<file path="src/rtl/ysyx_pkg.sv">
// Shared definitions for the ysyx fetch front end: FSM state encodings,
// default reset PC and small address helpers.
package ysyx_pkg;

    typedef enum logic [2:0] {
        S_REQ  = 3'd0,
        S_WAIT = 3'd1,
        S_OUT  = 3'd2,
        S_DROP = 3'd3,
        S_ERR  = 3'd4
    } ifuState_t;

    localparam logic [31:0] RESET_PC_DEFAULT = 32'h8000_0000;
    localparam logic [31:0] NOP_INST         = 32'h0000_0013;
    localparam logic [31:0] INST_BYTES       = 32'd4;

    function automatic logic isAligned(input logic [31:0] addr);
        return addr[1:0] == 2'b00;
    endfunction

endpackage

</file>
<file path="src/rtl/ifu_ysyx.sv">
// Instruction fetch unit: owns the PC, fetches one word at a time over a
// valid/ready memory channel and hands it to decode with its PC.
module ifu_ysyx
    import ysyx_pkg::*;
#(
    parameter logic [31:0] RESET_PC = RESET_PC_DEFAULT
) (
    input  logic        clk,
    input  logic        rst,
    output logic        mem_req_valid,
    input  logic        mem_req_ready,
    output logic [31:0] mem_req_addr,
    input  logic        mem_rsp_valid,
    input  logic [31:0] mem_rsp_data,
    input  logic        mem_rsp_err,
    output logic        inst_valid,
    input  logic        inst_ready,
    output logic [31:0] inst,
    output logic [31:0] inst_pc,
    input  logic        redirect_valid,
    input  logic [31:0] redirect_pc,
    output logic        fetch_err,
    output logic [31:0] fetch_err_pc
);

    ifuState_t   state;
    logic [31:0] pc;
    logic [31:0] instReg;
    logic [31:0] instPcReg;
    logic        errFlag;
    logic [31:0] errPc;
    // A misaligned redirect arrived while a response was still owed: drain it, then stop.
    logic        errPending;

    logic reqFire;
    logic redirectOk;
    logic redirectBad;

    assign mem_req_valid = (state == S_REQ) && !rst;
    assign mem_req_addr  = pc;
    assign inst_valid    = (state == S_OUT);
    assign inst          = instReg;
    assign inst_pc       = instPcReg;
    assign fetch_err     = errFlag;
    assign fetch_err_pc  = errPc;

    assign reqFire     = mem_req_valid && mem_req_ready;
    assign redirectOk  = redirect_valid && isAligned(redirect_pc);
    assign redirectBad = redirect_valid && !isAligned(redirect_pc);

    always_ff @(posedge clk or posedge rst) begin
        if (rst) begin
            state      <= S_REQ;
            pc         <= RESET_PC;
            instReg    <= 32'h0;
            instPcReg  <= 32'h0;
            errFlag    <= 1'b0;
            errPc      <= 32'h0;
            errPending <= 1'b0;
        end else begin
            case (state)
                S_REQ: begin
                    if (redirectBad) begin
                        errFlag    <= 1'b1;
                        errPc      <= redirect_pc;
                        pc         <= redirect_pc;
                        errPending <= reqFire;
                        state      <= reqFire ? S_DROP : S_ERR;
                    end else if (redirectOk) begin
                        pc    <= redirect_pc;
                        state <= reqFire ? S_DROP : S_REQ;
                    end else if (reqFire) begin
                        state <= S_WAIT;
                    end
                end

                S_WAIT: begin
                    if (redirectBad) begin
                        errFlag    <= 1'b1;
                        errPc      <= redirect_pc;
                        pc         <= redirect_pc;
                        errPending <= !mem_rsp_valid;
                        state      <= mem_rsp_valid ? S_ERR : S_DROP;
                    end else if (redirectOk) begin
                        // A response landing with the redirect belongs to the old path.
                        pc    <= redirect_pc;
                        state <= mem_rsp_valid ? S_REQ : S_DROP;
                    end else if (mem_rsp_valid) begin
                        if (mem_rsp_err) begin
                            errFlag <= 1'b1;
                            errPc   <= pc;
                            state   <= S_ERR;
                        end else begin
                            instReg   <= mem_rsp_data;
                            instPcReg <= pc;
                            state     <= S_OUT;
                        end
                    end
                end

                S_OUT: begin
                    // A consume coinciding with a redirect still counts; only the next PC changes.
                    if (redirectBad) begin
                        errFlag <= 1'b1;
                        errPc   <= redirect_pc;
                        pc      <= redirect_pc;
                        state   <= S_ERR;
                    end else if (redirectOk) begin
                        pc    <= redirect_pc;
                        state <= S_REQ;
                    end else if (inst_ready) begin
                        pc    <= pc + INST_BYTES;
                        state <= S_REQ;
                    end
                end

                S_DROP: begin
                    if (!errPending && redirectBad) begin
                        errFlag <= 1'b1;
                        errPc   <= redirect_pc;
                        pc      <= redirect_pc;
                    end else if (!errPending && redirectOk) begin
                        pc <= redirect_pc;
                    end

                    if (mem_rsp_valid) begin
                        errPending <= 1'b0;
                        state      <= (errPending || redirectBad) ? S_ERR : S_REQ;
                    end else if (redirectBad) begin
                        errPending <= 1'b1;
                    end
                end

                S_ERR: begin
                    state <= S_ERR;
                end

                default: begin
                    state <= S_ERR;
                end
            endcase
        end
    end

endmodule

</file>
<file path="config.mk">
export PLATFORM = sky130hd
export DESIGN_NAME = ifu_ysyx
export DESIGN_NICKNAME = d
export VERILOG_FILES = /design/src/rtl/ysyx_pkg.sv /design/src/rtl/ifu_ysyx.sv
export SDC_FILE = /design/constraint.sdc
export NUM_CORES = 1
export LEC_CHECK = 0
export CAP_MARGIN = 10
export CORE_MARGIN = 2
export CORE_UTILIZATION = 66
export CTS_BUF_LIST = sky130_fd_sc_hd__clkbuf_8
export CTS_CLUSTER_DIAMETER = 60
export DETAILED_ROUTE_END_ITERATION = 8
export DONT_BUFFER_PORTS = 1
export PLACE_DENSITY = 0.82
export SYNTH_ARGS = -nofsm -noshare
export SYNTH_HDL_FRONTEND = slang
export SYNTH_SLANG_ARGS = --single-unit
</file>
<file path="constraint.sdc">
create_clock -name clk -period 5.82 [get_ports clk]
set_clock_uncertainty 0.2 [all_clocks]
set_input_delay 0.582 -clock clk [delete_from_list [all_inputs] [get_ports clk]]
set_output_delay 0.582 -clock clk [all_outputs]
set_load 0.005 [all_outputs]
</file>
==> reports/results.txt, run 1 <==
status: finished, final reports clean
crit path buf inv count: 1
core area: 0.00924 mm²
top cell type's share of synthesized area: 0.525
area leader, netlist: dfrtp_1
CP peak stage delay: 0.99 ns
Antenna Cells: 0
setup violators final: 0
Setup CP Type: register to register
clock root cell: clkbuf_8
WL/cell: 20.5 µm
leakage power: 0.00315 µW
die area: 0.0103 mm²
mapped cell area: 0.00629 mm²
global route total overflow: 0
Finished Layout Cells: 724
commonest cells after routing, fill and taps aside: dfrtp_1, a21oi_1, mux2_2
I/O pins: 202
final worst path period need: 3.08 ns
dpl cells: 691
multi-input logic area: 0.00280 mm²
mean post-synth cell area: 10.5 µm²
fill count: 635
clk_lat worst skew: 0.43 ns
Die X: 102 µm
IO Port Bufs: 0
GR Util met3: 0.111
gr usage total: 0.291
post-synthesis sequential area ratio: 0.529
Starting Density: 0.681
worst slack, placed: 2.82 ns
final wirelength: 14,800 µm
GPL Wtd Cong: 0.913
RSZ-0062 raised after global routing: no
CTS clk-pin slew, worst paths: 0.08 ns
share of cells above drive strength 1: 0.202
Synth area leaders: dfrtp_1, mux2_2, a21oi_1
DP HPWL: 10,100 µm
Cell variety after synth: 55
Final TNS setup: 0 ns
PwrDens: 283 mW/mm²
commonest non-fill, non-tap cell in the layout: dfrtp_1
post-synthesis async set-or-reset flop share: 1.00
top_reg_cell synth: dfrtp_1
Area Overhead vs Synth: 8.55%
initial antenna violation count: 0
Fin. Hold Viols: 0
CP Data Arrival Time: 3.24 ns
Post-Syn Instances: 597
Final Power: 1930 µW
final net count: 654
first-pass iteration count of the detailed router: 5
Critical Path Sink Type: register
Initial DRC Count: 312
Synth Warn #: 0
Rows: 35
M2 GR Usage: 0.454
vias in the first global route: 4,697
worst endpoint required time: 5.98 ns
pin count of the biggest net entering global routing: 80
Sink Count: 133
drt via density: 6.60
Post-Syn Nets: 669
routed vias: 4,780
slowest CP cell: nor4b_4
Slew @ Worst Pin: 1.17 ns
Maximum Capacitance Violations: 0
crit-path leading delay family: simple AND/OR/NAND/NOR gates
clk buf depth: 2
H-tree Lvls: 4
Yosys reg bits: 133
Worst Path Max Fanout: 30
final worst-path cycle share: 0.530
Chip Height: 102 µm
DRC viols: 0
CTS tree: yes
crit path cell chain: nor4b_4, buf_4, nor2_2, a221o_1, a211o_1
grt peak-use layer: met2
HP Class: input pin to register
Routed Antenna Nets: 0
Slew headroom: 0.220
met1 Use GR: 0.381
number of synthesized flops with an enable pin: 0
first-pass GRT wire length: 23,500 µm
startpoint types: register
Final Slew Violations: 0
final worst slack: 2.74 ns
CTS buffer count: 17
worst vdd ir: 0.149 mV
sequential cell area: 0.00333 mm²
max frequency: 324 MHz
final timing paths:
path	startpoint	end	slack, ns	cells past startpoint
setup / recovery	state[0]$_DFFE_PP0P_	mem_req_addr[31]$_DFFE_PP1P_	2.74	5
hold / removal	redirect_pc[2]	mem_req_addr[2]$_DFFE_PP0P_	0.08	2
setup reg to reg	state[0]$_DFFE_PP0P_	mem_req_addr[31]$_DFFE_PP1P_	2.74	5
hold reg to reg	inst_pc[11]$_DFFE_PP0P_	inst_pc[11]$_DFFE_PP0P_	0.32	2
max in group asynchronous	rst	mem_req_addr[18]$_DFFE_PP0P_	3.66	3
min in group asynchronous	rst	inst_pc[1]$_DFFE_PP0P_	0.57	2
logic make-up (layout without fill, tap and decap cells):
| family | count (synthesis) | after routing | share of synthesized area |
|---|---|---|---|
| simple gates | 175 | 175 | 0.140 |
| compound gates | 146 | 146 | 0.138 |
| flops | 133 | 133 | 0.529 |
| mux | 92 | 92 | 0.159 |
| buf+inv | 50 | 48 | 0.0316 |
| fa+ha+maj | 1 | 1 | 0.00199 |
registers in the layout, indices dropped and copies added (netlist names):
register / flops
inst_pc: 32
fetch_err_pc: 32
state: 3
fetch_err: 1
inst: 32
errPending: 1
mem_req_addr: 32
through the flow:
step	hold WS [ns]	util	cell area [µm²]
4_1_cts	0.0638	0.739	6830
5_1_grt	0.0577	0.739	6830
2_1_floorplan	0.265	-	6290
3_5_place_dp	0.306	0.691	6380
6_report	0.0776	0.739	6830
3_3_place_gp	0.293	0.691	6380
cells in the mapped netlist (all sizes together), types with 2 or more instances:
cell type	n
dfrtp	132
a21oi	66
mux2	64
nor2	59
nand2	38
clkbuf	28
mux2i	28
o21ai	28
nand3	21
buf	15
a31oi	10
nand4	10
nor3	8
a22oi	7
and3	7
inv	7
nor4	7
nor2b	6
o22ai	6
a2bb2oi	5
a211oi	3
and2	3
o22a	3
or4	3
a31o	2
a32oi	2
a41o	2
nand2b	2
nand4b	2
nor4b	2
o21a	2
o311ai	2
or2	2
or3	2
power by group:
part / internal [µW] / leakage [µW] / switching [µW] / total [µW]
clock: 448 / 0.000211 / 392 / 841
combinational: 39.1 / 0.00118 / 55.5 / 94.5
sequential: 952 / 0.00176 / 46.4 / 999
total: 1440 / 0.00315 / 494 / 1930
what timing repair did:
action                    CTS  global route
setup buffers               0             0
resized for setup           0             0
hold buffers                1             0
hold endpoints to repair   78             0
final cells by class:
class                           count  share of cell area
Clock inverter                     14              0.0275
Timing Repair Buffer                9              0.0103
Multi-Input combinational cell    414               0.410
Tap cell                          129              0.0236
Clock buffer                       18              0.0363
Inverter                            7             0.00458
Sequential cell                   133               0.488
routing by layer:
layer / vias up / part of all wire
met3: 27 / 0.10
li1: 2149 / -
met5: - / 0
met1: 2350 / 0.40
met2: 254 / 0.48
met4: 0 / 0.014
Note: power is estimated with default switching activity, not from simulation.
==> run 2: changes to the inputs <==
- ABC_AREA: default -> 1
- CORE_UTILIZATION: 66 -> 60
- PLACE_DENSITY: 0.82 -> 0.79
- clock period: 5.82 -> 2.63 ns (I/O delays scaled with it)
==> reports/results.txt, run 2 <==
Post-Syn Nets: 954 (was 669)
Final Slew Violations: 0 (unchanged)
first-pass GRT wire length: 30,900 µm (was 23,500 µm)
r2r endpoint: errPending$_DFFE_PP0P_ (was mem_req_addr[31]$_DFFE_PP1P_)
Slew @ Worst Pin: 0.940 ns (was 1.17 ns)
Initial DRC Count: 764 (was 312)
slowest CP cell: dlygate4sd3_1 (was nor4b_4)
wl on met1: 8310 µm (was 5920 µm)
HP Class: input pin to register (unchanged)
Synth area leaders: dfrtp_1, nand2_1, nor2_1 (was dfrtp_1, mux2_2, a21oi_1)
fin area: 0.00793 mm² (was 0.00683 mm²)
clk buf depth: 2 (unchanged)
first-pass iteration count of the detailed router: 6 (was 5)
R2R depth: 8 (was 5)
area leader, netlist: dfrtp_1 (unchanged)
DRC viols: 0 (unchanged)
Critical Path Sink Type: register (unchanged)
GPL Wtd Cong: 0.973 (was 0.913)
Synth Warn #: 0 (unchanged)
Routed Antenna Nets: 0 (unchanged)
pin count of the biggest net entering global routing: 134 (was 80)
final worst-path cycle share: 0.916 (was 0.530)
r2r startpoint: state[2]$_DFFE_PP0P_ (was state[0]$_DFFE_PP0P_)
Yosys reg bits: 133 (unchanged)
PwrDens: 489 mW/mm² (was 283 mW/mm²)
H-tree Lvls: 4 (unchanged)
Commonest cells post-synth: nand2_1, dfrtp_1, nor2_1 (was dfrtp_1, a21oi_1, mux2_2)
CP Data Arrival Time: 2.59 ns (was 3.24 ns)
WHS Path Cells: 4 (was 2)
Area Overhead vs Synth: 17.7% (was 8.55%)
commonest non-fill, non-tap cell in the layout: nand2_1 (was dfrtp_1)
CTS clk-pin slew, worst paths: 0.08 ns (about the same)
Die X: 110 µm (was 102 µm)
Final Power: 3880 µW (was 1930 µW)
initial antenna violation count: 0 (unchanged)
met3 routed WL: 2200 µm (was 1520 µm)
final core occ: 0.729 (was 0.739)
Maximum Capacitance Violations: 0 (unchanged)
die area: 0.0121 mm² (was 0.0103 mm²)
crit path cell chain: inv_2, nand2_1, nor2_1, nand3_1, nand3_1, nand2_1, o21ai_1, dlygate4sd3_1 (was nor4b_4, buf_4, nor2_2, a221o_1, a211o_1)
top_reg_cell synth: dfrtp_1 (unchanged)
final worst path period need: 2.41 ns (was 3.08 ns)
gr usage total: 0.349 (was 0.291)
commonest cells after routing, fill and taps aside: nand2_1, dfrtp_1, nor2_1 (was dfrtp_1, a21oi_1, mux2_2)
Sink Count: 133 (unchanged)
worst endpoint required time: 2.81 ns (was 5.98 ns)
top cell type's share of synthesized area: 0.490 (was 0.525)
Slew headroom: 0.370 (was 0.220)
WL/cell: 19.3 µm (was 20.5 µm)
Top Layer Used: met4 (unchanged)
Chip Height: 110 µm (was 102 µm)
Post-CTS Resized: 0 (unchanged)
Post-Syn Instances: 882 (was 597)
Antenna Cells: 0 (unchanged)
mean post-synth cell area: 7.64 µm² (was 10.5 µm²)
max frequency: 415 MHz (was 324 MHz)
mapped cell area: 0.00674 mm² (was 0.00629 mm²)
Worst Hold Margin: 0.0112 ns (was 0.0776 ns)
top-count cell post-synth: nand2_1 (was dfrtp_1)
global route total overflow: 0 (unchanged)
final net count: 1,015 (was 654)
FF-to-FF setup slack: 0.22 ns (was 2.74 ns)
min-delay src: redirect_pc[6] (was redirect_pc[2])
placed cell areas: 0.00685 mm² (was 0.00638 mm²)
CP peak stage delay: 0.55 ns (was 0.99 ns)
RSZ-0062 raised after global routing: no (unchanged)
Fin. Hold Viols: 0 (unchanged)
I/O pins: 202 (unchanged)
Starting Density: 0.619 (was 0.681)
Worst Path Max Fanout: 7 (was 30)
core area: 0.0109 mm² (was 0.00924 mm²)
status: finished, final reports clean (unchanged)
routed length on met2: 9980 µm (was 7180 µm)
routed vias: 6,303 (was 4,780)
worst vdd ir: 0.419 mV (was 0.149 mV)
share of cells above drive strength 1: 0.0931 (was 0.202)
CTS buffer count: 17 (unchanged)
CTS tree: yes (unchanged)
startpoint types: register (unchanged)
Rows: 38 (was 35)
final wirelength: 21,100 µm (was 14,800 µm)
vias in the first global route: 5,731 (was 4,697)
post-synthesis async set-or-reset flop share: 1.00 (unchanged)
leakage power: 0.00382 µW (was 0.00315 µW)
clock root cell: clkbuf_8 (unchanged)
DP HPWL: 14,500 µm (was 10,100 µm)
drt via density: 5.75 (was 6.60)
IO Port Bufs: 0 (unchanged)
Setup CP Type: register to register (unchanged)
setup violators final: 0 (unchanged)
clk_lat worst skew: 0.44 ns (was 0.43 ns)
Worst Hold Endpoint: fetch_err_pc[6]$_DFFE_PP0P_ (was mem_req_addr[2]$_DFFE_PP0P_)
Cell variety after synth: 29 (was 55)
number of synthesized flops with an enable pin: 0 (unchanged)
post-synthesis sequential area ratio: 0.494 (was 0.529)
==> run 2: worst max path at each step <==
| stage | start | endpoint | slack [ns] |
|---|---|---|---|
| 6_report | state[2]$_DFFE_PP0P_ | errPending$_DFFE_PP0P_ | 0.22 |
| 5_1_grt | state[2]$_DFFE_PP0P_ | errPending$_DFFE_PP0P_ | 0.12 |
| 4_1_cts | state[2]$_DFFE_PP0P_ | fetch_err_pc[10]$_DFFE_PP0P_ | 0.22 |
| 3_5_place_dp | state[2]$_DFFE_PP0P_ | fetch_err_pc[17]$_DFFE_PP0P_ | 0.25 |
| 3_3_place_gp | state[2]$_DFFE_PP0P_ | fetch_err_pc[29]$_DFFE_PP0P_ | 0.32 |
| 2_1_floorplan | rst | state[1]$_DFFE_PP0P_ | -0.67 |
==> run 2: critical path, delay by kind of cell (launching register included) <==
kind | cells | cell delay, ns
buf+inv | 2 | 0.70
compound gates | 1 | 0.06
flops | 1 | 0.50
simple gates | 5 | 0.89
==> run 2: repair_timing <==
item | in CTS | in global routing
endpoints found under the setup margin | 0 | 29
hold buffers | 70 | 0
setup buffers | 0 | 0
hold endpoints to repair | 228 | 0
==> run 2: per-layer routing <==
metal,track usage,vias up
li1,-,2948
met1,0.465,2915
met2,0.541,387
met3,0.0970,53
met4,0.140,0
met5,0,-
==> run 2: layout make-up <==
class / count / area (µm²)
Sequential cell: 133 / 3330
Multi-Input combinational cell: 652 / 3010
Fill cell: 840 / 2960
Timing Repair Buffer: 78 / 811
Clock buffer: 19 / 262
Inverter: 61 / 233
Tap cell: 140 / 175
Clock inverter: 13 / 109
==> run 2: power by group <==
part / total [µW] / switching, µW / internal [µW] / leakage [µW]
logic: 220 / 121 / 99.0 / 0.00184
registers: 2050 / 0.766 / 2040 / 0.00177
clock network: 1610 / 819 / 793 / 0.000199
==> run 2: kinds of logic after synthesis <==
logic type | after synthesis | share of synthesized area
simple gates | 503 | 0.300
flops | 133 | 0.494
compound gates | 114 | 0.0864
buf+inv | 98 | 0.0628
mux | 32 | 0.0535
xor+xnor | 1 | 0.00130
fa+ha+maj | 1 | 0.00186
==> run 2: metrics by stage <==
stage | setup TNS, ns | setup WS [ns] | cells
detailed placement | 0 | 0.245 | 993
global placement | 0 | 0.324 | 993
finish | 0 | 0.220 | 1096
CTS | 0 | 0.221 | 1095
global route | 0 | 0.121 | 1096
floorplan | -2.42 | -0.668 | 882
==> run 3: changes to the inputs <==
- RECOVER_POWER: default -> 50
==> reports/results.txt, run 3 (synthesized netlist as in run 2, its figures left out) <==
DP HPWL: 14,500 µm (unchanged)
Worst Path Max Fanout: 7 (unchanged)
Starting Density: 0.619 (unchanged)
Critical Path Sink Type: register (unchanged)
leakage power: 0.00381 µW (was 0.00382 µW)
fill count: 842 (was 840)
clock root cell: clkbuf_8 (unchanged)
Antenna Cells: 0 (unchanged)
clk_lat worst skew: 0.44 ns (about the same)
postcts setup bufs: 0 (unchanged)
crit path buf inv count: 2 (unchanged)
R2R depth: 8 (unchanged)
multi-input logic area: 0.00301 mm² (unchanged)
Area Overhead vs Synth: 17.5% (was 17.7%)
first-pass GRT wire length: 30,900 µm (unchanged)
Routed Antenna Nets: 0 (unchanged)
Slew @ Worst Pin: 1.66 ns (was 0.940 ns)
max frequency: 423 MHz (was 415 MHz)
Post-CTS Resized: 0 (unchanged)
HP Class: input pin to register (unchanged)
final worst-path cycle share: 0.899 (was 0.916)
Combinational Power Share: 0.056 (was 0.057)
Maximum Capacitance Violations: 1 (was 0)
WHS Path Cells: 4 (unchanged)
Net Sw Frac: 0.244 (was 0.243)
Rows: 38 (unchanged)
Finished Layout Cells: 1,096 (unchanged)
internal power: 2930 µW (was 2940 µW)
DRC viols: 0 (unchanged)
Setup CP Type: register to register (unchanged)
CP peak stage delay: 0.55 ns (about the same)
vias in the first global route: 5,731 (unchanged)
Psw: 946 µW (was 941 µW)
status: finished, violations left (was finished, final reports clean)
H-tree Lvls: 4 (unchanged)
Initial DRC Count: 824 (was 764)
CTS tree: yes (unchanged)
CP Data Arrival Time: 2.54 ns (was 2.59 ns)
startpoint types: register (unchanged)
commonest non-fill, non-tap cell in the layout: nand2_1 (unchanged)
worst endpoint required time: 2.81 ns (about the same)
slowest CP cell: dlygate4sd3_1 (unchanged)
CTS buffer count: 17 (unchanged)
Fin. Hold Viols: 0 (unchanged)
crit-path leading delay family: simple AND/OR/NAND/NOR gates (unchanged)
routed vias: 6,352 (was 6,303)
final worst path period need: 2.37 ns (was 2.41 ns)
final wirelength: 21,100 µm (about the same)
PwrDens: 490 mW/mm² (was 489 mW/mm²)
pin count of the biggest net entering global routing: 134 (unchanged)
global route total overflow: 0 (unchanged)
sequential power share: 0.527 (was 0.528)
Sink Count: 133 (unchanged)
Chip Height: 110 µm (unchanged)
GPL Wtd Cong: 0.973 (unchanged)
Final TNS setup: 0 ns (unchanged)
die area: 0.0121 mm² (unchanged)
Die X: 110 µm (unchanged)
r2r endpoint: errPending$_DFFE_PP0P_ (unchanged)
Worst Hold Endpoint: state[1]$_DFFE_PP0P_ (was fetch_err_pc[6]$_DFFE_PP0P_)
setup violators final: 0 (unchanged)
final net count: 1,015 (unchanged)
worst vdd ir: 0.421 mV (was 0.419 mV)
FF-to-FF setup slack: 0.26 ns (was 0.22 ns)
share of cells above drive strength 1: 0.0931 (unchanged)
drt via density: 5.80 (was 5.75)
crit path cell chain: inv_2, nand2_1, nor2_1, nand3_1, nand3_1, nand2_1, o21ai_1, dlygate4sd3_1 (unchanged)
Slew headroom: -0.104 (was 0.370)
IO Port Bufs: 0 (unchanged)
r2r startpoint: state[2]$_DFFE_PP0P_ (unchanged)
I/O pins: 202 (unchanged)
CTS clk-pin slew, worst paths: 0.08 ns (about the same)
first-pass iteration count of the detailed router: 6 (unchanged)
core area: 0.0109 mm² (unchanged)
gr usage total: 0.349 (unchanged)
clock share of power: 0.417 (was 0.416)
failing checks: capacitance limit, slew limit
dpl cells: 993 (unchanged)
sequential cell area: 0.00333 mm² (unchanged)
clk buf depth: 2 (unchanged)
WL/cell: 19.3 µm (about the same)
RSZ-0062 raised after global routing: no (unchanged)
commonest cells after routing, fill and taps aside: nand2_1, dfrtp_1, nor2_1 (unchanged)
initial antenna violation count: 0 (unchanged)
Final Slew Violations: 134 (was 0)
min-delay src: redirect_valid (was redirect_pc[6])
[run 3: power groups by stage]
stage	Clock (µW)	Sequential, µW	Combinational, µW
finish	1620	2050	219
global placement	0	2090	123
detailed placement	0	2090	124
global route	1730	2050	242
CTS	1630	2050	218
floorplan	0	2090	90.3
[run 3: tightest hold or removal path, stage by stage]
cell and delay, ns:
a21oi_1 0.06, o22ai_1 0.16, nand2_1 0.07, nand2_1 0.06
[run 3: layer usage]
metal | part of all wire | track usage
met5 | 0 | 0
met1 | 0.39 | 0.465
met4 | 0.029 | 0.140
met3 | 0.11 | 0.0970
met2 | 0.47 | 0.541
[run 3: timing repair]
item	in CTS	in global routing
endpoints found under the setup margin	0	29
endpoints found under the hold margin	228	0
hold buffers	70	0
[run 3: final cells by class]
| type | instances | area share |
|---|---|---|
| clock inverters | 13 | 0.0137 |
| well taps | 140 | 0.0221 |
| repair buffers | 78 | 0.101 |
| multi-input cells | 652 | 0.381 |
| flip-flops and latches | 133 | 0.420 |
| clock buffers | 19 | 0.0330 |
| inverters | 61 | 0.0294 |
[run 3: worst max-delay path by stage]
stage | to | depth (start not counted) | startpoint | slack (ns)
3_5_place_dp | fetch_err_pc[17]$_DFFE_PP0P_ | 8 | state[2]$_DFFE_PP0P_ | 0.25
3_3_place_gp | fetch_err_pc[29]$_DFFE_PP0P_ | 8 | state[2]$_DFFE_PP0P_ | 0.32
2_1_floorplan | state[1]$_DFFE_PP0P_ | 7 | rst | -0.67
5_1_grt | errPending$_DFFE_PP0P_ | 8 | state[2]$_DFFE_PP0P_ | 0.12
6_report | errPending$_DFFE_PP0P_ | 8 | state[2]$_DFFE_PP0P_ | 0.26
4_1_cts | fetch_err_pc[10]$_DFFE_PP0P_ | 8 | state[2]$_DFFE_PP0P_ | 0.22
[run 3: per-stage QoR]
stage	util	hold slack [ns]	cell area (µm²)	worst slack [ns]	total power, µW
final	0.727	0.0175	7920	0.264	3880
after global routing	0.727	0.0173	7920	0.121	4020
after CTS	0.728	0.000218	7920	0.221	3890
after detailed placement	0.629	0.217	6850	0.245	2210
after global placement	0.629	0.209	6850	0.324	2210
after floorplan	-	0.214	6740	-0.668	2180
